[config.mk]
export PLATFORM = sky130hd
export DESIGN_NAME = seq_detect_ctrl
export DESIGN_NICKNAME = d
export VERILOG_FILES = /design/src/rtl/seq_detect_ctrl.sv
export SDC_FILE = /design/constraint.sdc
export NUM_CORES = 1
export LEC_CHECK = 0
export CAP_MARGIN = 20
export CORE_ASPECT_RATIO = 0.6
export CORE_MARGIN = 2
export CORE_UTILIZATION = 42
export DETAILED_ROUTE_END_ITERATION = 8
export PLACE_DENSITY = 0.76
export REMOVE_ABC_BUFFERS = 1
export SLEW_MARGIN = 25
export SYNTH_ARGS = -nofsm -noshare
export SYNTH_HDL_FRONTEND = slang
export SYNTH_SLANG_ARGS = --single-unit
export TNS_END_PERCENT = 5
[constraint.sdc]
create_clock -name clk -period 2 [get_ports clk]
set_input_delay 0.4 -clock clk [delete_from_list [all_inputs] [get_ports clk]]
set_output_delay 0.4 -clock clk [all_outputs]
set_load 0.05 [all_outputs]
[src/rtl/seq_detect_ctrl.sv]
`default_nettype none
// ============================================================================
// Module   : seq_detect_ctrl
// Brief    : Two-requester round-robin front end that streams a digit word,
//            most significant digit first, into an external sequence detector.
// Revision : 1.0 - initial release
// ============================================================================
module seq_detect_ctrl #(
  parameter int N      = 4,
  parameter int DIGITS = 8,
  parameter int CNT_W  = 8
) (
  input  logic                  clk,
  input  logic                  asyn_rst,
  input  logic [1:0]            req_valid,
  input  logic [DIGITS*N-1:0]   req_word0,
  input  logic [DIGITS*N-1:0]   req_word1,
  output logic [1:0]            req_ready,
  output logic                  det_rst,
  output logic                  det_start,
  output logic [N-1:0]          det_digit,
  input  logic                  det_detected,
  output logic                  resp_valid,
  input  logic                  resp_ready,
  output logic                  resp_match,
  output logic                  resp_id,
  output logic [CNT_W-1:0]      match_count,
  output logic                  busy
);

  localparam int             K_W      = (DIGITS > 1) ? $clog2(DIGITS) : 1;
  localparam logic [K_W-1:0] c_K_LAST = K_W'(DIGITS - 1);

  localparam logic [2:0] c_IDLE  = 3'd0;
  localparam logic [2:0] c_CLR   = 3'd1;
  localparam logic [2:0] c_START = 3'd2;
  localparam logic [2:0] c_FEED  = 3'd3;
  localparam logic [2:0] c_DONE  = 3'd4;

  logic [2:0]          r_state;
  logic [2:0]          w_next_state;
  logic [DIGITS*N-1:0] r_word;
  logic [DIGITS*N-1:0] w_shifted;
  logic                r_id;
  logic                r_last;
  logic                r_resp_match;
  logic [K_W-1:0]      r_k;
  logic [CNT_W-1:0]    r_match_count;
  logic                w_grant;
  logic                w_grant_id;

  // Round-robin only matters on a tie; a lone requester always wins.
  always_comb begin
    w_grant_id = 1'b0;
    if (req_valid == 2'b11) w_grant_id = ~r_last;
    else if (req_valid[1])  w_grant_id = 1'b1;
  end

  assign w_grant = (r_state == c_IDLE) && (req_valid != 2'b00);

  always_ff @(posedge clk or posedge asyn_rst) begin
    if (asyn_rst) r_state <= c_IDLE;
    else          r_state <= w_next_state;
  end

  always_comb begin
    w_next_state = r_state;
    case (r_state)
      c_IDLE:  if (w_grant) w_next_state = c_CLR;
      c_CLR:   w_next_state = c_START;
      c_START: w_next_state = c_FEED;
      c_FEED:  if (r_k == c_K_LAST) w_next_state = c_DONE;
      c_DONE:  if (resp_ready) w_next_state = c_IDLE;
      default: w_next_state = c_IDLE;
    endcase
  end

  always_ff @(posedge clk or posedge asyn_rst) begin
    if (asyn_rst) begin
      r_word        <= '0;
      r_id          <= 1'b0;
      r_last        <= 1'b1;
      r_k           <= '0;
      r_resp_match  <= 1'b0;
      r_match_count <= '0;
    end else begin
      case (r_state)
        c_IDLE: if (w_grant) begin
          r_word <= w_grant_id ? req_word1 : req_word0;
          r_id   <= w_grant_id;
          r_last <= w_grant_id;
        end
        c_START: r_k <= '0;
        c_FEED: begin
          r_k <= r_k + K_W'(1);
          if (r_k == c_K_LAST) r_resp_match <= det_detected;
        end
        c_DONE: if (resp_ready && r_resp_match && (r_match_count != {CNT_W{1'b1}}))
          r_match_count <= r_match_count + CNT_W'(1);
        default: ;
      endcase
    end
  end

  // Shifting left by k digits puts digit k in the top slot.
  assign w_shifted = r_word << (N * int'(r_k));

  always_comb begin
    req_ready  = 2'b00;
    det_rst    = 1'b0;
    det_start  = 1'b0;
    det_digit  = '0;
    resp_valid = 1'b0;
    busy       = (r_state != c_IDLE);
    case (r_state)
      c_IDLE:  if (w_grant && !asyn_rst) req_ready = w_grant_id ? 2'b10 : 2'b01;
      c_CLR:   det_rst    = 1'b1;
      c_START: det_start  = 1'b1;
      c_FEED:  det_digit  = w_shifted[DIGITS*N-1 -: N];
      c_DONE:  resp_valid = 1'b1;
      default: ;
    endcase
  end

  assign resp_match  = r_resp_match;
  assign resp_id     = r_id;
  assign match_count = r_match_count;

endmodule
`default_nettype wire

==> results of run 1 <==
sequential cells by signal, indices dropped and copies added (netlist names):
name / count
resp_match: 1
r_k: 3
r_last: 1
r_word: 32
match_count: 8
resp_id: 1
r_state: 3
final cells by class:
| cell class | count | area (µm²) | area share |
|---|---|---|---|
| Inverter | 23 | 86.33 | 0.02190 |
| Clock buffer | 5 | 68.82 | 0.01746 |
| Sequential cell | 49 | 1227 | 0.3114 |
| Multi-Input combinational cell | 179 | 1345 | 0.3413 |
| Clock inverter | 1 | 5.005 | 0.001270 |
| Timing Repair Buffer | 105 | 1104 | 0.2800 |
| Tap cell | 84 | 105.1 | 0.02667 |
path summary, 6_finish.rpt:
kind / to / slack, ns / cells past startpoint
worst max register to register: match_count[4] / 0.17 / 4
worst max-delay path: req_ready[0] / -0.11 / 4
worst min register to register: resp_id / 0.51 / 1
min in group asynchronous: resp_id / 0.69 / 3
max in group asynchronous: r_word[30] / 0.90 / 3
worst min-delay path: resp_id / 0.51 / 1
critical path, stage by stage (launching register included):
cell	delay, ns
dfrtp_1	0.38
or3_4	0.43
or2_4	0.29
nor3_4	0.12
buf_6	0.18
cell usage after synthesis (all sizes together), types with 2 or more instances:
library cell / instances / share of area
nor2b: 4 / 0.0092
a221oi: 2 / 0.0064
a21oi: 5 / 0.0092
nor4: 18 / 0.041
nor2: 3 / 0.0041
mux2: 4 / 0.017
buf: 10 / 0.027
nand2b: 2 / 0.0046
a21boi: 2 / 0.0055
mux2i: 32 / 0.12
dfrtp: 48 / 0.44
nand4: 2 / 0.0046
nor3: 4 / 0.0074
ha: 3 / 0.014
a221o: 13 / 0.048
o2111ai: 2 / 0.0064
nand3: 3 / 0.0055
inv: 23 / 0.032
and3: 5 / 0.012
xnor2: 2 / 0.0064
a22oi: 4 / 0.011
o21ai: 40 / 0.074
a21o: 2 / 0.0055
nand2: 11 / 0.015
clkbuf: 13 / 0.018
logic make-up after synthesis:
logic type                 after synthesis
AOI/OAI and AO/OA                       77
and+or+nand+nor                         61
DFF                                     49
buffers and inverters                   46
muxes                                   36
adders and majority gates                3
xor gates and xnor gates                 2
repair_timing:
item | CTS | global route
buffers inserted | 0 | 0
pin swaps | 5 | 3
gates resized for setup | 11 | 9
hold buffers | 0 | 0
setup endpoints to repair | 7 | 12
metrics by stage:
stage / hold WS (ns) / util
3_5_place_dp: 0.4696 / 0.6133
4_1_cts: 0.5023 / 0.6317
5_1_grt: 0.5325 / 0.6364
3_3_place_gp: 0.4812 / 0.6133
2_1_floorplan: 0.4735 / -
6_report: 0.5058 / 0.6364
power by group through the flow:
stage | sequential, mW | clock [mW] | combinational, mW
floorplan | 1.76 | 0 | 1.42
global placement | 1.65 | 0 | 2.64
detailed placement | 1.66 | 0 | 2.69
CTS | 1.65 | 0.557 | 2.79
global route | 1.70 | 0.611 | 3.03
finish | 1.66 | 0.545 | 2.84
per-layer routing:
metal / part of all wire / GRT usage / wire length (µm) / vias to the layer above
met3: 0.065 / 0.04039 / 474 / 13
met4: 0.020 / 0.08173 / 148 / 0
met1: 0.48 / 0.3100 / 3537 / 1162
li1: - / - / - / 1191
met2: 0.43 / 0.3003 / 3158 / 88
met5: 0 / 0 / 0 / -
==> impl_metrics.yaml, run 1 <==
logic_synthesis:
  syn_inst: 274
  synth_simple_gate_area_share: 0.1316
  main_combinational_cell_family_by_area_after_synthesis: "compound AO/OA/AOI/OAI gates"
  synth_unique_cells: 46
  synth-edff-count: 0
  synth.yosys.seq_area_share: 0.4514
  synth_area_mm2: 0.002719
  synth.avg_cell_area_um2: 9.923
  xor_xnor_fraction_of_synth_area: 0.006443
  synth_async_sr_flop_share: 1.000
  synth_ff_type: "dfrtp_1"
  yosys_warning_total: 0
  post_synth_fa_ha_maj_area_fraction: 0.01381
  synthMuxAreaShare: 0.1344
  synth.ff_latch_count: 49
  synth_compound_area_frac: 0.1855
timing:
  fin_crit_ns: 2.112
  timing_max_transition_violations_final: 0
  worst_pin_slew_ns: 0.6128
  fin_skew_ns: 0.007501
  report.final.setup_viol: 6
  layout_setup_ws_ns: -0.1117
  final.period_utilization: 1.056
  setup_total_negative_slack_ns: -0.4036
  rsz0062_at_grt: "yes"
  final-hold-violation-count: 0
  timing.max_slew.rel_slack: 0.5914
  fmaxAchievable_ghz: 0.4736
power_and_ir_drop:
  leakagePower_nw: 1.755
  ir_drop_mv: 1.119
  power.internal_mw: 3.027
  power_frac_comb: 0.564
  total_switching_power_mw: 2.020
  p_per_area_mw_per_mm2: 1280
  sequential_share_of_power: 0.328
  clkPwrFrac: 0.108
  netSwitchingFraction: 0.4003
  design_power_total_mw: 5.047
min_path:
  hold_path_class: "reg -> reg"
  worstHoldStart: "resp_id"
layout:
  final-instance-count-excl-fill: 446
  mostFrequentLayoutCell: "clkdlybuf4s50_1"
  layout-drive-gt1-share: 0.1492
  insertedDiodeCount: 0
  layout_common_cells: "73 x clkdlybuf4s50_1, 48 x dfrtp_1, 36 x o21ai_0"
  layout-area-overhead-vs-synth_pct: 44.96
  design.final.nets: 436
  finish.instance_area_mm2: 0.003941
  num-fill-cells: 512
floorplan:
  initial_core_util: 0.4390
  core.rowCount: 22
  top_level_ports: 90
  die_w_um: 107.9
  core_area_mm2: 0.006193
  chip_height_um: 66.32
  die_area_mm2: 0.007154
global_routing:
  grt_remaining_overflow: 0
  groute.usage.overall: 0.2097
  grt_antenna_before_repair: 0
  grt_start_max_net_pins: 50
  first_global_vias: 2344
  first_pass_grt_wire_length_mm: 11.54
clock_tree:
  cts-root-to-sink-buffers: 2
  numCtsBuffers: 5
  path_clk_slew_ns: 0.09
  clock_tree.root_cell: "clkbuf_8"
  cts_tree: "built"
  tritoncts_num_sinks: 49
  htree_levels: 2
  clk-insertion-delay-late_ns: 0.30
worst_setup_path:
  required_ns: 1.60
  path_max_fanout: 4
  critical_path_arrival_ns: 1.71
  crit_path_start_kind: "flop"
  worstReg2RegStart: "r_state[0]"
  setup.worst_path.class: "reg -> out"
  worstSetupEndpointType: "primary output"
  setup.worst_path.start: "r_state[0]"
routing:
  route.detailed.drc: 0
  total_length_of_routed_wires_mm: 7.319
  post_drt_wl_per_cell_um: 16.41
  drtPass1Iterations: 4
  post_drt_via_cell_ratio: 5.502
  via_count: 2454
  antenna_violating_nets_post_route: 0
  detail_route.iter0.violations: 143
placement:
  gpl.final_weighted_congestion: 0.8571
  worst_setup_timing_slack_at_the_placement_stage_ns: -0.1419
  placed_cell_area_mm2: 0.003799
  placed_cells: 440
  placement.io_buffers: 89
  total_half_perimeter_wirelength_after_legalization_and_detailed_placement_mm: 5.365
status:
  outcome: "finished, violations left"
  violations: "negative setup slack"
run:
  max-cap-violations: 0
No activity file was read; power rests on OpenSTA's default activity.
==> inputs of run 2 (changes only) <==
--- a/config.mk
+++ b/config.mk
@@ -6,11 +6,10 @@
 export NUM_CORES = 1
 export LEC_CHECK = 0
 export CAP_MARGIN = 20
-export CORE_ASPECT_RATIO = 0.6
 export CORE_MARGIN = 2
-export CORE_UTILIZATION = 42
+export CORE_UTILIZATION = 46
 export DETAILED_ROUTE_END_ITERATION = 8
-export PLACE_DENSITY = 0.76
+export PLACE_DENSITY = 0.79
 export REMOVE_ABC_BUFFERS = 1
 export SLEW_MARGIN = 25
 export SYNTH_ARGS = -nofsm -noshare
==> constraint.sdc (replaced) <==
create_clock -name clk -period 2.2 [get_ports clk]
set_input_delay 0.44 -clock clk [delete_from_list [all_inputs] [get_ports clk]]
set_output_delay 0.44 -clock clk [all_outputs]
set_load 0.05 [all_outputs]
==> run 2 against run 1 <==
Effect of this change: the flow still finishes with violations (negative setup slack); non-clock buffer count is 2 lower; first-iteration DRC count rose by 42%; die area decreased by 8.6%; critical path depth up 1; global-route usage grew 1.4 points; core utilization rose by 3.1 points; sequential share of layout area increased by 0.54 points; design area down 1.5%; clock skew grew 0.0019 ns; flip-flop and latch count is the same; critical path type is now in -> out; critical endpoint unchanged; largest cell class unchanged; highest routed layer unchanged.
==> impl_metrics.yaml, run 2 (synthesized netlist as in run 1, its figures left out) <==
timing:
  fin_skew_ns: 0.009403
  rsz0062_at_grt: "yes"
  final.period_utilization: 1.021
  timing.max_slew.rel_slack: 0.5912
  timing_max_transition_violations_final: 0
  worst_pin_slew_ns: 0.6131
  report.final.setup_viol: 1
  fin_crit_ns: 2.245
  fmaxAchievable_ghz: 0.4454
  layout_setup_ws_ns: -0.04537
  final-hold-violation-count: 0
layout:
  layout_common_cells: "79 x clkdlybuf4s50_1, 46 x dfrtp_1, 36 x o21ai_0"
  num-fill-cells: 490
  final-instance-count-excl-fill: 437
  max_flop_register: "r_word"
  insertedDiodeCount: 0
  number_of_flip_flops_under_the_largest_register_name: 32
  design.final.nets: 434
  mostFrequentLayoutCell: "clkdlybuf4s50_1"
  finish.instance_area_mm2: 0.003882
  layout-area-overhead-vs-synth_pct: 42.80
  layout-drive-gt1-share: 0.1381
routing:
  post_drt_wl_per_cell_um: 16.39
  drtPass1Iterations: 4
  antenna_violating_nets_post_route: 0
  route.detailed.drc: 0
  detail_route.iter0.violations: 203
  total_length_of_routed_wires_mm: 7.162
  post_drt_via_cell_ratio: 5.748
  via_count: 2512
worst_setup_path:
  critical_path_arrival_ns: 1.81
  crit_end: "req_ready[0]"
  worstReg2RegEnd: "match_count[6]"
  worstSetupEndpointType: "primary output"
  r2r.worst_path.cells: 4
  required_ns: 1.76
  crit_path_start_kind: "primary input"
  setup.worst_path.start: "req_valid[0]"
  path_max_fanout: 3
  worstReg2RegStart: "r_state[0]"
  setup.worst_path.class: "in -> out"
  r2r_slack_ns: 0.33
clock_tree:
  cts-root-to-sink-buffers: 2
  htree_levels: 2
  numCtsBuffers: 5
  cts_tree: "built"
  path_clk_slew_ns: 0.08
  post-cts-setup-buffers: 0
  clk-insertion-delay-late_ns: 0.32
  count_of_hold_fix_buffers_inserted_at_cts: 0
  clock_tree.root_cell: "clkbuf_8"
  tritoncts_num_sinks: 49
status:
  violations: "negative setup slack"
  outcome: "finished, violations left"
placement:
  placed_cells: 429
  total_half_perimeter_wirelength_after_legalization_and_detailed_placement_mm: 5.196
  placement.io_buffers: 89
  placed_cell_area_mm2: 0.003762
  gpl.final_weighted_congestion: 0.8367
global_routing:
  grt_antenna_before_repair: 0
  groute.usage.overall: 0.2239
  first_global_vias: 2320
  grt_start_max_net_pins: 50
  grt_remaining_overflow: 0
  first_pass_grt_wire_length_mm: 11.18
floorplan:
  initial_core_util: 0.4675
  die_w_um: 80.88
  core.rowCount: 28
  top_level_ports: 90
  chip_height_um: 80.88
  die_area_mm2: 0.006542
  core_area_mm2: 0.005816
run:
  max-cap-violations: 0
power_and_ir_drop:
  leakagePower_nw: 1.678
  ir_drop_mv: 1.061
  p_per_area_mw_per_mm2: 1160
min_path:
  worst_hold_path_depth: 1
  hold_path_class: "reg -> reg"
## run 2: cell types whose count changed in the layout (fill, tap and decap cells not counted), sizes merged
cell and delta:
clkdlybuf4s50 +6, dlymetal6s2s -5, buf -3, clkinvlp +1
inv +1
## run 2: what timing repair did
| item | CTS | global route |
|---|---|---|
| endpoints found under the setup margin | 5 | 7 |
| gates resized for setup | 5 | 5 |
| pin swaps | 0 | 3 |
## run 2: layer usage
metal,vias up,share of wire,wire length (µm),GRT usage
met5,-,0,0,0
met4,0,0.024,172,0.09322
met3,14,0.053,381,0.04556
met2,84,0.50,3548,0.3438
met1,1230,0.43,3059,0.3098
li1,1184,-,-,-
## run 2: worst min-delay path by stage
stage                     slack [ns]         end        from
after global placement          0.46     resp_id     resp_id
after detailed placement        0.47     resp_id     resp_id
after floorplan                 0.47  r_word[12]  r_word[12]
after global routing            0.49     resp_id     resp_id
final                           0.48     resp_id     resp_id
after CTS                       0.48     resp_id     resp_id
## run 2: area by class of cell
cell class	instances	area [µm²]	area share
well taps	75	93.84	0.02417
clock buffers	5	68.82	0.01772
repair buffers	103	1062	0.2736
inverters	23	86.33	0.02224
clock inverters	3	21.27	0.005479
flip-flops and latches	49	1230	0.3168
multi-input cells	179	1320	0.3400
## run 2: per-stage QoR
step	hold slack (ns)	power, mW	util	TNS, ns	worst slack [ns]
2_1_floorplan	0.4735	2.886	-	-32.22	-1.802
3_3_place_gp	0.4649	3.854	0.6469	-0.1826	-0.1826
3_5_place_dp	0.4651	3.924	0.6469	-0.1315	-0.1315
4_1_cts	0.4845	4.487	0.6659	-0.04206	-0.04206
5_1_grt	0.4862	4.771	0.6676	-0.2374	-0.1024
6_report	0.4814	4.503	0.6676	-0.04537	-0.04537
## run 2: critical path, stage by stage
cell	delay, ns
clkdlybuf4s50_1	0.59
nor2_2	0.07
or2_4	0.27
nor3_4	0.23
buf_6	0.19
## run 2: report_power, final
| part | internal (mW) | switching, mW |
|---|---|---|
| sequential | 1.28 | 0.252 |
| combinational | 1.17 | 1.26 |
| clock | 0.226 | 0.324 |
| total | 2.67 | 1.83 |
==> inputs of run 3 (changes only) <==
--- a/config.mk
+++ b/config.mk
@@ -11,7 +11,6 @@
 export DETAILED_ROUTE_END_ITERATION = 8
 export PLACE_DENSITY = 0.79
 export REMOVE_ABC_BUFFERS = 1
-export SLEW_MARGIN = 25
 export SYNTH_ARGS = -nofsm -noshare
 export SYNTH_HDL_FRONTEND = slang
 export SYNTH_SLANG_ARGS = --single-unit
==> results of run 3 <==
Final layout, timing and power as in run 2 (identical DEF).
